<file path="src/rtl/gfx_pattern_gen.sv">
// gfx_pattern_gen: framebuffer fill engine. Walks every visible pixel of an
// H_VISIBLE x V_VISIBLE frame in raster order and emits (addr, color) beats
// on a valid/ready stream. Single-shot or continuous frames, frame counter.
// Optional feature macro: GFX_PATTERN_ANIMATE_EN scrolls the pattern one
// pixel to the left per completed frame (pattern x = (x + offset) mod H).
//
// state    | meaning
// ---------+-------------------------------------------------------------
// ST_IDLE  | waiting for start, no beats offered
// ST_RUN   | emitting beats; returns to ST_IDLE after the last frame ends
module gfx_pattern_gen #(
    parameter int H_VISIBLE      = 640,
    parameter int V_VISIBLE      = 480,
    parameter int PIXEL_BITS     = 12,
    parameter int ADDR_WIDTH     = 20,
    parameter int BAR_SHIFT      = 4,
    parameter int FRAME_CNT_BITS = 16
) (
    input  logic                      clk,
    input  logic                      reset_n,
    input  logic                      start,
    input  logic                      continuous,
    input  logic                      stop,
    input  logic [2:0]                mode,
    input  logic [PIXEL_BITS-1:0]     fg_color,
    input  logic [PIXEL_BITS-1:0]     bg_color,
    output logic                      busy,
    output logic                      done,
    output logic [FRAME_CNT_BITS-1:0] frame_count,
    output logic                      pix_valid,
    input  logic                      pix_ready,
    output logic [ADDR_WIDTH-1:0]     pix_addr,
    output logic [PIXEL_BITS-1:0]     pix_color
);
    localparam int COLOR_BITS = PIXEL_BITS / 3;
    localparam int XW  = $clog2(H_VISIBLE);
    localparam int YW  = $clog2(V_VISIBLE);
    localparam int XW1 = XW + 1;
    localparam logic [XW-1:0] X_LAST = XW'(H_VISIBLE - 1);
    localparam logic [YW-1:0] Y_LAST = YW'(V_VISIBLE - 1);

    typedef enum logic {ST_IDLE = 1'b0, ST_RUN = 1'b1} state_t;

    state_t                state, state_next;
    logic [XW-1:0]         x, x_n, xe_n;
    logic [YW-1:0]         y, y_n;
    logic [ADDR_WIDTH-1:0] addr_n;
    logic [2:0]            cfg_mode, mode_n;
    logic [PIXEL_BITS-1:0] cfg_fg, cfg_bg, fg_n, bg_n, color_n;
    logic                  cfg_cont, cont_n, stop_pending, stop_n;
    logic [FRAME_CNT_BITS-1:0] fcnt_n;
    logic                  done_n;
    logic                  beat, frame_end, frame_again;

    // A beat is accepted whenever RUN offers one and downstream takes it.
    assign beat        = (state == ST_RUN) && pix_ready;
    assign frame_end   = beat && (x == X_LAST) && (y == Y_LAST);
    // A stop arriving on the very last beat still counts as pending.
    assign frame_again = frame_end && cfg_cont && !stop_pending && !stop;

    // State register.
    always_ff @(posedge clk or negedge reset_n) begin
        if (!reset_n) state <= ST_IDLE;
        else          state <= state_next;
    end

    // Next-state logic.
    always_comb begin
        state_next = state;
        case (state)
            ST_IDLE: if (start) state_next = ST_RUN;
            ST_RUN:  if (frame_end && !frame_again) state_next = ST_IDLE;
            default: state_next = ST_IDLE;
        endcase
    end

    // FSM outputs: the stream is valid for the whole of RUN (no bubbles).
    always_comb begin
        busy      = (state == ST_RUN);
        pix_valid = (state == ST_RUN);
    end

    // Next coordinate, address and configuration.
    always_comb begin
        x_n    = x;
        y_n    = y;
        addr_n = pix_addr;
        mode_n = cfg_mode;
        fg_n   = cfg_fg;
        bg_n   = cfg_bg;
        cont_n = cfg_cont;
        stop_n = stop_pending;
        fcnt_n = frame_count;
        done_n = 1'b0;
        if (state == ST_IDLE) begin
            if (start) begin
                x_n    = '0;
                y_n    = '0;
                addr_n = '0;
                mode_n = mode;
                fg_n   = fg_color;
                bg_n   = bg_color;
                cont_n = continuous;
                stop_n = 1'b0;
            end
        end else begin
            if (stop) stop_n = 1'b1;
            if (frame_end) begin
                x_n    = '0;
                y_n    = '0;
                addr_n = '0;
                fcnt_n = frame_count + FRAME_CNT_BITS'(1);
                if (frame_again) begin
                    mode_n = mode;
                    fg_n   = fg_color;
                    bg_n   = bg_color;
                end else begin
                    done_n = 1'b1;
                end
            end else if (beat) begin
                addr_n = pix_addr + ADDR_WIDTH'(1);
                if (x == X_LAST) begin
                    x_n = '0;
                    y_n = y + YW'(1);
                end else begin
                    x_n = x + XW'(1);
                end
            end
        end
    end

`ifdef GFX_PATTERN_ANIMATE_EN
    logic [XW-1:0]  offset, offset_n;
    logic [XW1-1:0] xe_sum;

    // Horizontal scroll offset advances once per completed frame.
    always_comb begin
        offset_n = offset;
        if (frame_end) offset_n = (offset == X_LAST) ? '0 : offset + XW'(1);
        xe_sum = {1'b0, x_n} + {1'b0, offset_n};
        if (xe_sum >= XW1'(H_VISIBLE)) xe_n = XW'(xe_sum - XW1'(H_VISIBLE));
        else                           xe_n = xe_sum[XW-1:0];
    end

    // Offset register; survives frames and jobs, cleared only by reset.
    always_ff @(posedge clk or negedge reset_n) begin
        if (!reset_n) offset <= '0;
        else          offset <= offset_n;
    end
`else
    // Without animation the pattern x is the raster x.
    always_comb xe_n = x_n;
`endif

    // Color of the pixel that will be on the bus next cycle.
    always_comb begin
        logic [XW-1:0] xs;
        logic [YW-1:0] ys;
        xs = xe_n >> BAR_SHIFT;
        ys = y_n >> BAR_SHIFT;
        case (mode_n)
            3'd0:    color_n = fg_n;
            3'd1:    color_n = ys[0] ? fg_n : bg_n;
            3'd2:    color_n = xs[0] ? fg_n : bg_n;
            3'd3:    color_n = (xs[0] ^ ys[0]) ? fg_n : bg_n;
            3'd4:    color_n = {COLOR_BITS'(xe_n), COLOR_BITS'(y_n),
                                COLOR_BITS'(xe_n) ^ COLOR_BITS'(y_n)};
            default: color_n = bg_n;
        endcase
    end

    // Datapath registers; everything holds while a beat is stalled.
    always_ff @(posedge clk or negedge reset_n) begin
        if (!reset_n) begin
            x            <= '0;
            y            <= '0;
            pix_addr     <= '0;
            pix_color    <= '0;
            cfg_mode     <= '0;
            cfg_fg       <= '0;
            cfg_bg       <= '0;
            cfg_cont     <= 1'b0;
            stop_pending <= 1'b0;
            frame_count  <= '0;
            done         <= 1'b0;
        end else begin
            x            <= x_n;
            y            <= y_n;
            pix_addr     <= addr_n;
            pix_color    <= color_n;
            cfg_mode     <= mode_n;
            cfg_fg       <= fg_n;
            cfg_bg       <= bg_n;
            cfg_cont     <= cont_n;
            stop_pending <= stop_n;
            frame_count  <= fcnt_n;
            done         <= done_n;
        end
    end
endmodule

</file>
<file path="config.mk">
export PLATFORM = sky130hd
export DESIGN_NAME = gfx_pattern_gen
export DESIGN_NICKNAME = d
export VERILOG_FILES = /design/src/rtl/gfx_pattern_gen.sv
export SDC_FILE = /design/constraint.sdc
export NUM_CORES = 1
export LEC_CHECK = 0
export ABC_CLOCK_PERIOD_IN_PS = 3000
export CORE_UTILIZATION = 40
export CTS_CLUSTER_DIAMETER = 150
export DETAILED_ROUTE_END_ITERATION = 8
export GPL_TIMING_DRIVEN = 0
export PLACE_DENSITY = 0.6
export SKIP_CTS_REPAIR_TIMING = 1
export SLEW_MARGIN = 20
export SYNTH_ARGS = -nofsm -noshare
export SYNTH_HDL_FRONTEND = slang
export SYNTH_SLANG_ARGS = --single-unit
export TNS_END_PERCENT = 50
</file>
<file path="constraint.sdc">
create_clock -name clk -period 3 [get_ports clk]
set_input_delay 0.45 -clock clk [delete_from_list [all_inputs] [get_ports clk]]
set_output_delay 0.45 -clock clk [all_outputs]
set_load 0.01 [all_outputs]
</file>
==> metrics.yaml <==
syn_avg_cell_area_um2: 9.565
nets: 671
synth_nets: 574
worst_slew_pin_slew_ps: 583.0
vias: 4361
via_per_inst: 5.377
cp_max_fo: 10
ys_ff_latch: 98
die-area_mm2: 0.01330
drtIter0Drc: 253
synthSimpleGateAreaFrac_pct: 18.15
first_global_vias: 4261
core-area_mm2: 0.01257
whs_ps: -13.00
crit_chain: "ha_4 > and4_1 > clkbuf_4 > nand2_2 > o31a_1 > buf_6 > buf_6 > mux2_4 > a222oi_1 > buf_4 > o22ai_1 > a221o_1"
synth-seq-area-share_pct: 47.75
area_growth_pct: 29.09
slew_headroom_pct: 60.72
end_kind: "flip-flop"
cts_tree: "done"
period_minus_slack_ps: 2913
final_cells: 811
globalplace.congestion: 0.8599
crit_top_cell: "buf_6"
startpoint: "x[0]$_DFF_PN0_"
synth.mux.area_fraction_pct: 8.526
grt.overflow.total: 0
cts.sink_count: 98
slowest_delay_ps: 420
drive_gt1_share_pct: 11.58
finalPower_uw: 3847
max_cap_viol_count: 0
status: "finished, violations left"
crit_path_end: "pix_color[3]$_DFF_PN0_"
synth_xor_area_share_pct: 6.309
clockBufferDepth: 2
p_leak_uw: 0.002937
period_share_pct: 97.10
num_antenna_cells: 0
power.density_mw_per_mm2: 580.3
firstDrtPassIters: 4
grt_first_pass_wirelength_um: 20860
drc_errors: 0
cts_inserted_buffers: 9
place_inst: 792
synth_top_family_by_area: "simple AND/OR/NAND/NOR gates"
violations: "negative hold slack"
worst_path_max_delay_cell: "dfrtp_1"
path_clk_slew_ps: 70
crit_type: "flip-flop to flip-flop"
final_antenna_net_count: 0
ys.warnings.count: 0
grt_usage_pct: 20.12
drv_slew: 0
start_util_pct: 40.87
die_h_um: 115.3
reg2reg_depth: 12
fmax_mhz: 343.3
synth-compound-area-share_pct: 14.54
synth-main-ff-cell: "dfrtp_1"
hold_class: "input port to async pin"
synth-edff-count: 0
finalHoldViolations: 32
grt_max_degree: 67
netlist_instances: 537
root_buffer: "clkbuf_16"
regToRegSetupSlack_ps: 90
ios: 84
arrival_ps: 3140
synthAdderAreaFrac_pct: 0.9744
crit_required_ps: 3230
clock_latency_ps: 350
portBuffers: 82
rr_endpoint: "pix_color[3]$_DFF_PN0_"
wl_um: 12420
fp.dieW_um: 115.3
ir_drop_mv: 0.3033
setup_violations: 0
yosysUniqueCellTypes: 58
r2r_start: "x[0]$_DFF_PN0_"
postSynth.asyncResetShare_pct: 100.0
clock_skew_ps: 6.900
wl_per_cell_um: 15.31
antenna_found_initial: 0
h-tree-depth: 3
synthesis.area_mm2: 0.005136
std_cell_rows: 41
dp_hpwl_um: 9108
startpoint_type: "flip-flop"
-- cell usage after synthesis, drive strengths merged, types with 5 or more instances --
library cell,count,area share (%)
inv,21,1.5
nand3,24,2.3
clkbuf,10,0.73
o211ai,6,0.88
buf,11,1.4
or3,7,0.85
o21a,5,0.73
xnor2,22,3.8
o21ai,38,3.7
nor3b,5,0.73
a211oi,8,1.2
nand2,49,3.6
nor3,8,0.78
and3,11,1.3
nor2,63,4.6
mux2,19,4.2
xor2,15,2.6
nand4,12,1.5
a21oi,28,2.7
mux2i,22,4.3
dfrtp,98,48
-- critical path, delay by kind of cell (launching register included) --
kind                       cells  cell delay, ps
buffers and inverters          4             670
AOI/OAI and AO/OA              4             960
and+or+nand+nor                2             240
adders and majority gates      1             160
DFF                            1             420
muxes                          1             330
-- placed cells by master, fill, tap and decap left out, drive strengths merged, types with 6 or more instances in the layout --
master	Yosys	final
a211oi	8	8
xnor2	22	22
inv	21	21
nor3	8	8
dfrtp	98	98
xor2	15	15
and3	11	11
nand3	24	24
nand4	12	12
o211ai	6	6
o21ai	38	38
clkdlybuf4s50	0	81
or3	7	7
mux2i	22	22
nor2	63	63
a21oi	28	28
mux2	19	19
nand2	49	49
buf	11	16
clkbuf	10	22
-- how the worst min path moves through the flow --
stage                               end  slack, ps  cells past startpoint
6_report        pix_addr[2]$_DFFE_PN0P_        -10                      1
5_1_grt        pix_addr[12]$_DFFE_PN0P_        0.9                      1
4_1_cts         pix_addr[9]$_DFFE_PN0P_         -9                      1
3_5_place_dp   pix_addr[12]$_DFFE_PN0P_        360                      1
3_3_place_gp       cfg_cont$_DFFE_PN0P_        460                      2
2_1_floorplan            busy$_DFF_PN0_        150                      0
-- registers in the layout, summed over array words and instances, names as in the netlist --
signal	count
done	1
x	10
y	9
cfg_cont	1
cfg_bg	12
frame_count	16
cfg_fg	12
busy	1
cfg_mode	3
stop_pending	1
pix_color	12
pix_addr	20
-- cell type report --
| cell class | count | area (um2) |
|---|---|---|
| inverters | 22 | 82.58 |
| clock buffers | 12 | 256.5 |
| repair buffers | 87 | 879.6 |
| multi-input cells | 396 | 2551 |
| well taps | 172 | 215.2 |
| clock inverters | 4 | 73.82 |
| plain buffers | 20 | 116.4 |
| fillers | 1169 | 5938 |
| flip-flops and latches | 98 | 2455 |
-- power by group --
part | internal, uW | switching, uW | leakage, uW
Combinational | 462 | 509 | 0.00150
Sequential | 1480 | 125 | 0.00127
Clock | 777 | 493 | 0.000163
Total | 2720 | 1130 | 0.00294
-- metrics by stage --
step / cell area, um2 / utilization, % / worst slack, ps / setup TNS (ps)
detailed placement: 6201 / 49.34 / -344.6 / -5326
floorplan: 5136 / - / 341.6 / 0
global placement: 6172 / 49.11 / -2204 / -219960
CTS: 6531 / 51.97 / -159.6 / -1382
global route: 6630 / 52.75 / -37.24 / -71.63
finish: 6630 / 52.75 / 86.92 / 0
-- routing by layer --
layer,global-route usage [%],up-vias,part of all wire [%]
met1,25.78,2085,45
li1,-,2100,-
met2,33.89,153,48
met4,7.879,0,2.2
met3,3.426,23,5.4
met5,0,-,0
-- cells by family after synthesis --
group | count (synthesis)
buffers and inverters | 43
AO/OA/AOI/OAI | 119
flip-flops | 98
adder cells (fa/ha/maj) | 4
multiplexers | 41
XOR/XNOR | 37
AND/OR/NAND/NOR | 195
Note: power is estimated with default switching activity, not from simulation.
==> RTL change 1 (same flow settings) <==
Add a define of `GFX_PATTERN_ANIMATE_EN`.
--- a/src/rtl/gfx_pattern_gen.sv
+++ b/src/rtl/gfx_pattern_gen.sv
@@ -10,2 +10,4 @@
 // ST_RUN   | emitting beats; returns to ST_IDLE after the last frame ends
+`define GFX_PATTERN_ANIMATE_EN
+
 module gfx_pattern_gen #(
Check against the original RTL: no difference found for any inputs over 10 cycles, from zero or initial values and one cycle with reset_n low; that may be too few to reach the edited logic, so the function may still have changed.
==> RTL change 1 against the original RTL <==
The run ends with negative setup slack left; synthesized cell count increased by 18%; sequential cell count rose by 10; synthesized area up 21%; sequential power up 8%; hold slack improved by 0.018 ns; total power is 21% higher; design area up 22%; worst setup slack lost 1.0 ns; critical path depth grew 10; combinational power rose by 64%; routed wire length is 27% higher; largest cell class unchanged; largest power group unchanged.
==> RTL change 1: results (changes against the original RTL) <==
* DP HPWL at 11.1 mm (+22%)
* Multi-input combinational area share at 41.3% (+2.9 points)
* Fillers at 1321 (+13%)
* Failing checks: negative setup slack
* Iter 0 DRT Violations at 327 (+29%)
* Wire per inst at 16.6 um (+8.6%)
* Syn Area/Cell at 9.75 um2 (+1.9%)
* Crit path DAT at 4.12 ns (+0.98 ns)
* Final Power at 0.00467 W (+21%)
* Vias per std cell at 5.46 (+1.4%)
* DR pass1 iterations at 5 (+1)
* Non-clk invs at 35 (+59%)
* Measured slew at the worst slew-check pin at 0.736 ns (+0.153 ns)
* Area after DPL at 7370 um2 (+19%)
* Leakage dissipation at 3.77 nW (+28%)
* Layout clock area frac at 4.16% (-0.83 points)
* Synth Register Bits at 108 (+10%)
* Ranking of synthesized cells by area: dfrtp_1 (44%), nand2_1 (4.3%), o21ai_0 (3.9%)
* Worst Skew at 0.00967 ns (+0.00277 ns)
* Clock share of power at 28.7% (-4.3 points)
* DP Worst Slack at -1.59 ns (-1.25 ns)
* Final Wtd Congestion at 0.874 (+1.7%)
* # port buffers at 83 (+1.2%)
* Status: finished, violations left
* Die area at 16000 um2 (+20%)
* Data buffer area share at 16.6% (+1.5 points)
* Share of layout cells above drive strength 1 at 18.8% (+7.2 points)
* Clock Path Buffers at 2 (unchanged)
* Seq power at 0.00174 W (+8%)
* Sw Share at 31.1% (+1.8 points)
* Gr usage total at 20.1% (+0.023 points)
* Worst Path Max Fanout at 5 (-5)
* Largest net degree at the start of global routing at 68 (+1.5%)
* Distinct cells, synth at 71 (+22%)
* Register area at 2710 um2 (+10%)
* Buffers excl. clock at 134 (+25%)
* Critical Path Slowest Stage Cell: dfrtp_2
* Fraction of registers with async set/reset at 100% (unchanged)
* Final net count at 799 (+19%)
* Finish-stage setup viols at 12 (+12)
* Footprint of the multi-input gates at 3350 um2 (+31%)
* Clock buf count at 11 (-1)
* Antenna violations before repair at 0 (unchanged)
* Finished Layout Cells at 949 (+17%)
* Syn_nets at 679 (+18%)
* TNS Setup at -9.87 ns (-9.87 ns)
* Final setup margin at -0.911 ns (-0.998 ns)
* Placed cells at 908 (+15%)
* Multi-Input Combinational at 468 (+18%)
* Number of global-route vias before repair at 4975 (+17%)
* Global-route wire length before repair at 25.3 mm (+22%)
* Register area share after synthesis at 43.6% (-4.2 points)
* Post-synth top cells: dfrtp_1 (108), nand2_1 (71), nor2_1 (54)
* Maximum VDD drop at 343 uV (+13%)
-- RTL change 1: worst paths after layout --
check | start | to | slack (ns) | cells past startpoint
max | y[0] | pix_color[9] | -0.91 | 22
min | reset_n | pix_addr[6] | 0.005 | 1
max reg2reg | y[0] | pix_color[9] | -0.91 | 22
min reg2reg | frame_count[15] | frame_count[15] | 0.47 | 1
max in group asynchronous | reset_n | y[0] | 2.30 | 2
min in group clk | frame_count[15] | frame_count[15] | 0.47 | 1
-- RTL change 1: cell families after synthesis --
logic type	share of synthesized area, %
compound gates	16.4
xor+xnor	6.92
fa+ha+maj	2.14
buf+inv	4.98
flops	43.6
mux	7.93
simple gates	18.0
-- RTL change 1: routing by layer --
layer / part of all wire, % / global-route usage, %
met5: 0 / 0
met4: 1.1 / 5.46
met3: 4.6 / 4.47
met2: 50 / 33.8
met1: 45 / 26.2
==> RTL change 2 (same settings) <==
Without the edit above. Register the output `frame_count` once more, with the module's reset; this adds one clock of latency there. The other outputs are not delayed to match.
--- a/src/rtl/gfx_pattern_gen.sv
+++ b/src/rtl/gfx_pattern_gen.sv
@@ -43,2 +43,4 @@
 
+    logic [FRAME_CNT_BITS-1:0] frame_count_s0;
+
     state_t                state, state_next;
@@ -92,3 +94,3 @@
         stop_n = stop_pending;
-        fcnt_n = frame_count;
+        fcnt_n = frame_count_s0;
         done_n = 1'b0;
@@ -111,3 +113,3 @@
                 addr_n = '0;
-                fcnt_n = frame_count + FRAME_CNT_BITS'(1);
+                fcnt_n = frame_count_s0 + FRAME_CNT_BITS'(1);
                 if (frame_again) begin
@@ -183,3 +185,3 @@
             stop_pending <= 1'b0;
-            frame_count  <= '0;
+            frame_count_s0 <= '0;
             done         <= 1'b0;
@@ -195,3 +197,3 @@
             stop_pending <= stop_n;
-            frame_count  <= fcnt_n;
+            frame_count_s0 <= fcnt_n;
             done         <= done_n;
@@ -199,2 +201,10 @@
     end
+    always_ff @(posedge clk or negedge reset_n) begin
+        if (!reset_n) begin
+            frame_count <= '0;
+        end else begin
+            frame_count <= frame_count_s0;
+        end
+    end
+
 endmodule
Formal check against the unedited RTL: no difference found for any inputs over 4 cycles, from zero or initial values and one cycle with reset_n low; that may be too few to reach the edited logic, so the function may still have changed.
==> RTL change 2 against the original RTL <==
Maximum frequency down 1.2%; clock skew up 0.0041 ns; design area up 22%; total power up 33%; non-clock buffer count up 18; routed wire length up 45%; synthesized area up 19%; sequential cell count up 16; global-route usage up 3.1 points; cell count up 19%; worst setup slack worse by 0.036 ns; largest power group is now clock.
==> RTL change 2: results (changes against the original RTL) <==
* DR pass1 iterations at 5 (+1)
* Leakage dissipation at 3.53 nW (+20%)
* Max stage delay on crit path at 0.50 ns (+0.08 ns)
* Number of global-route vias before repair at 5394 (+27%)
* Placed cells at 921 (+16%)
* Register area share after synthesis at 46.5% (-1.2 points)
* Cts bufs inserted at 17 (+8)
* Final Wtd Congestion at 0.913 (+6.1%)
* Crit path DAT at 3.25 ns (+0.11 ns)
* Largest regs: pix_addr x20, frame_count x16, frame_count_s0 x16
* Global-route wire length before repair at 28.6 mm (+37%)
* DP HPWL at 12.5 mm (+37%)
* Final net count at 804 (+20%)
* Worst Skew at 0.0110 ns (+0.00406 ns)
* Clk_lat worst skew at 0.42 ns (+0.07 ns)
* Worst hold path type: reg -> reg
* CP delay by family, top: simple AND/OR/NAND/NOR gates
* Vias per std cell at 5.84 (+8.6%)
* Syn_nets at 691 (+20%)
* H-tree depth at 4 (+1)
* Largest net degree at the start of global routing at 77 (+15%)
* Routed via count at 5630 (+29%)
* Iter 0 DRT Violations at 475 (+88%)
* Maximum VDD drop at 404 uV (+33%)
* Distinct cells, synth at 69 (+19%)
* Post-synth top cells: dfrtp_1 (114), nand2_1 (91), nor2_1 (54)
* Status: finished clean
* Cell Int Power at 0.00362 W (+33%)
* Worst Path Max Fanout at 10 (unchanged)
* Area after DPL at 7210 um2 (+16%)
==> RTL change 2: cell types whose count changed after synthesis, sizes merged, moves of 8 or more <==
cell / delta
nand3: +8
nor2: -9
nand2: +43
dfrtp: +16
nor4: +9
mux2: -9
a21oi: +10
==> RTL change 2: per-stage QoR <==
step / hold WS [ns] / util (%) / worst slack, ns / power (W)
5_1_grt: 0.412 / 54.7 / -0.0216 / 0.00535
3_3_place_gp: 0.386 / 48.7 / -3.02 / 0.00291
2_1_floorplan: 0.154 / - / 0.260 / 0.00246
6_report: 0.405 / 54.7 / 0.0512 / 0.00513
3_5_place_dp: 0.385 / 48.9 / -0.825 / 0.00293
4_1_cts: -0.0602 / 53.0 / -0.505 / 0.00505
==> RTL change 2: layer usage <==
| layer | share of wire, % | routed length [um] | global-route usage (%) |
|---|---|---|---|
| met1 | 44 | 7990 | 30.8 |
| met5 | 0 | 0 | 0 |
| met3 | 6.3 | 1130 | 4.55 |
| met2 | 47 | 8370 | 36.9 |
| met4 | 2.7 | 478 | 10.8 |
==> RTL change 2: worst paths after layout <==
| check | startpoint | cells past startpoint | slack, ns | to |
|---|---|---|---|---|
| max reg2reg | x[1] | 12 | 0.05 | pix_color[9] |
| max | x[1] | 12 | 0.05 | pix_color[9] |
| max in group asynchronous | reset_n | 3 | 1.80 | cfg_fg[3] |
| min in group asynchronous | reset_n | 2 | 0.51 | pix_addr[12] |
| min | frame_count_s0[15] | 0 | 0.40 | frame_count[15] |
| min reg2reg | frame_count_s0[15] | 0 | 0.40 | frame_count[15] |
==> RTL change 2: layout make-up <==
type                            instances  area [um2]  area share (%)
Tap cell                              184         230            2.85
Timing Repair Buffer                   95         955            11.8
Buffer                                 30         204            2.53
Inverter                               25        96.3            1.19
Clock buffer                           21         460            5.71
Clock inverter                         11         155            1.92
Sequential cell                       114        2860            35.4
Multi-Input combinational cell        484        3110            38.6
==> RTL change 2: power by group through the flow <==
stage | sequential, W | clock, W | combinational [W]
after floorplan | 0.00187 | 0 | 0.000595
after global placement | 0.00185 | 0 | 0.00106
after detailed placement | 0.00186 | 0 | 0.00108
after CTS | 0.00183 | 0.00213 | 0.00109
after global routing | 0.00186 | 0.00220 | 0.00129
final | 0.00184 | 0.00210 | 0.00119
==> RTL change 2: logic make-up (layout without fill, tap and decap cells) <==
group	after synthesis	after routing	share of synthesized area, %
DFF	114	114	46.5
xor gates and xnor gates	37	37	5.90
AOI/OAI and AO/OA	151	151	15.9
buffers and inverters	56	182	4.57
and+or+nand+nor	263	263	21.4
muxes	29	29	4.94
adders and majority gates	4	4	0.817
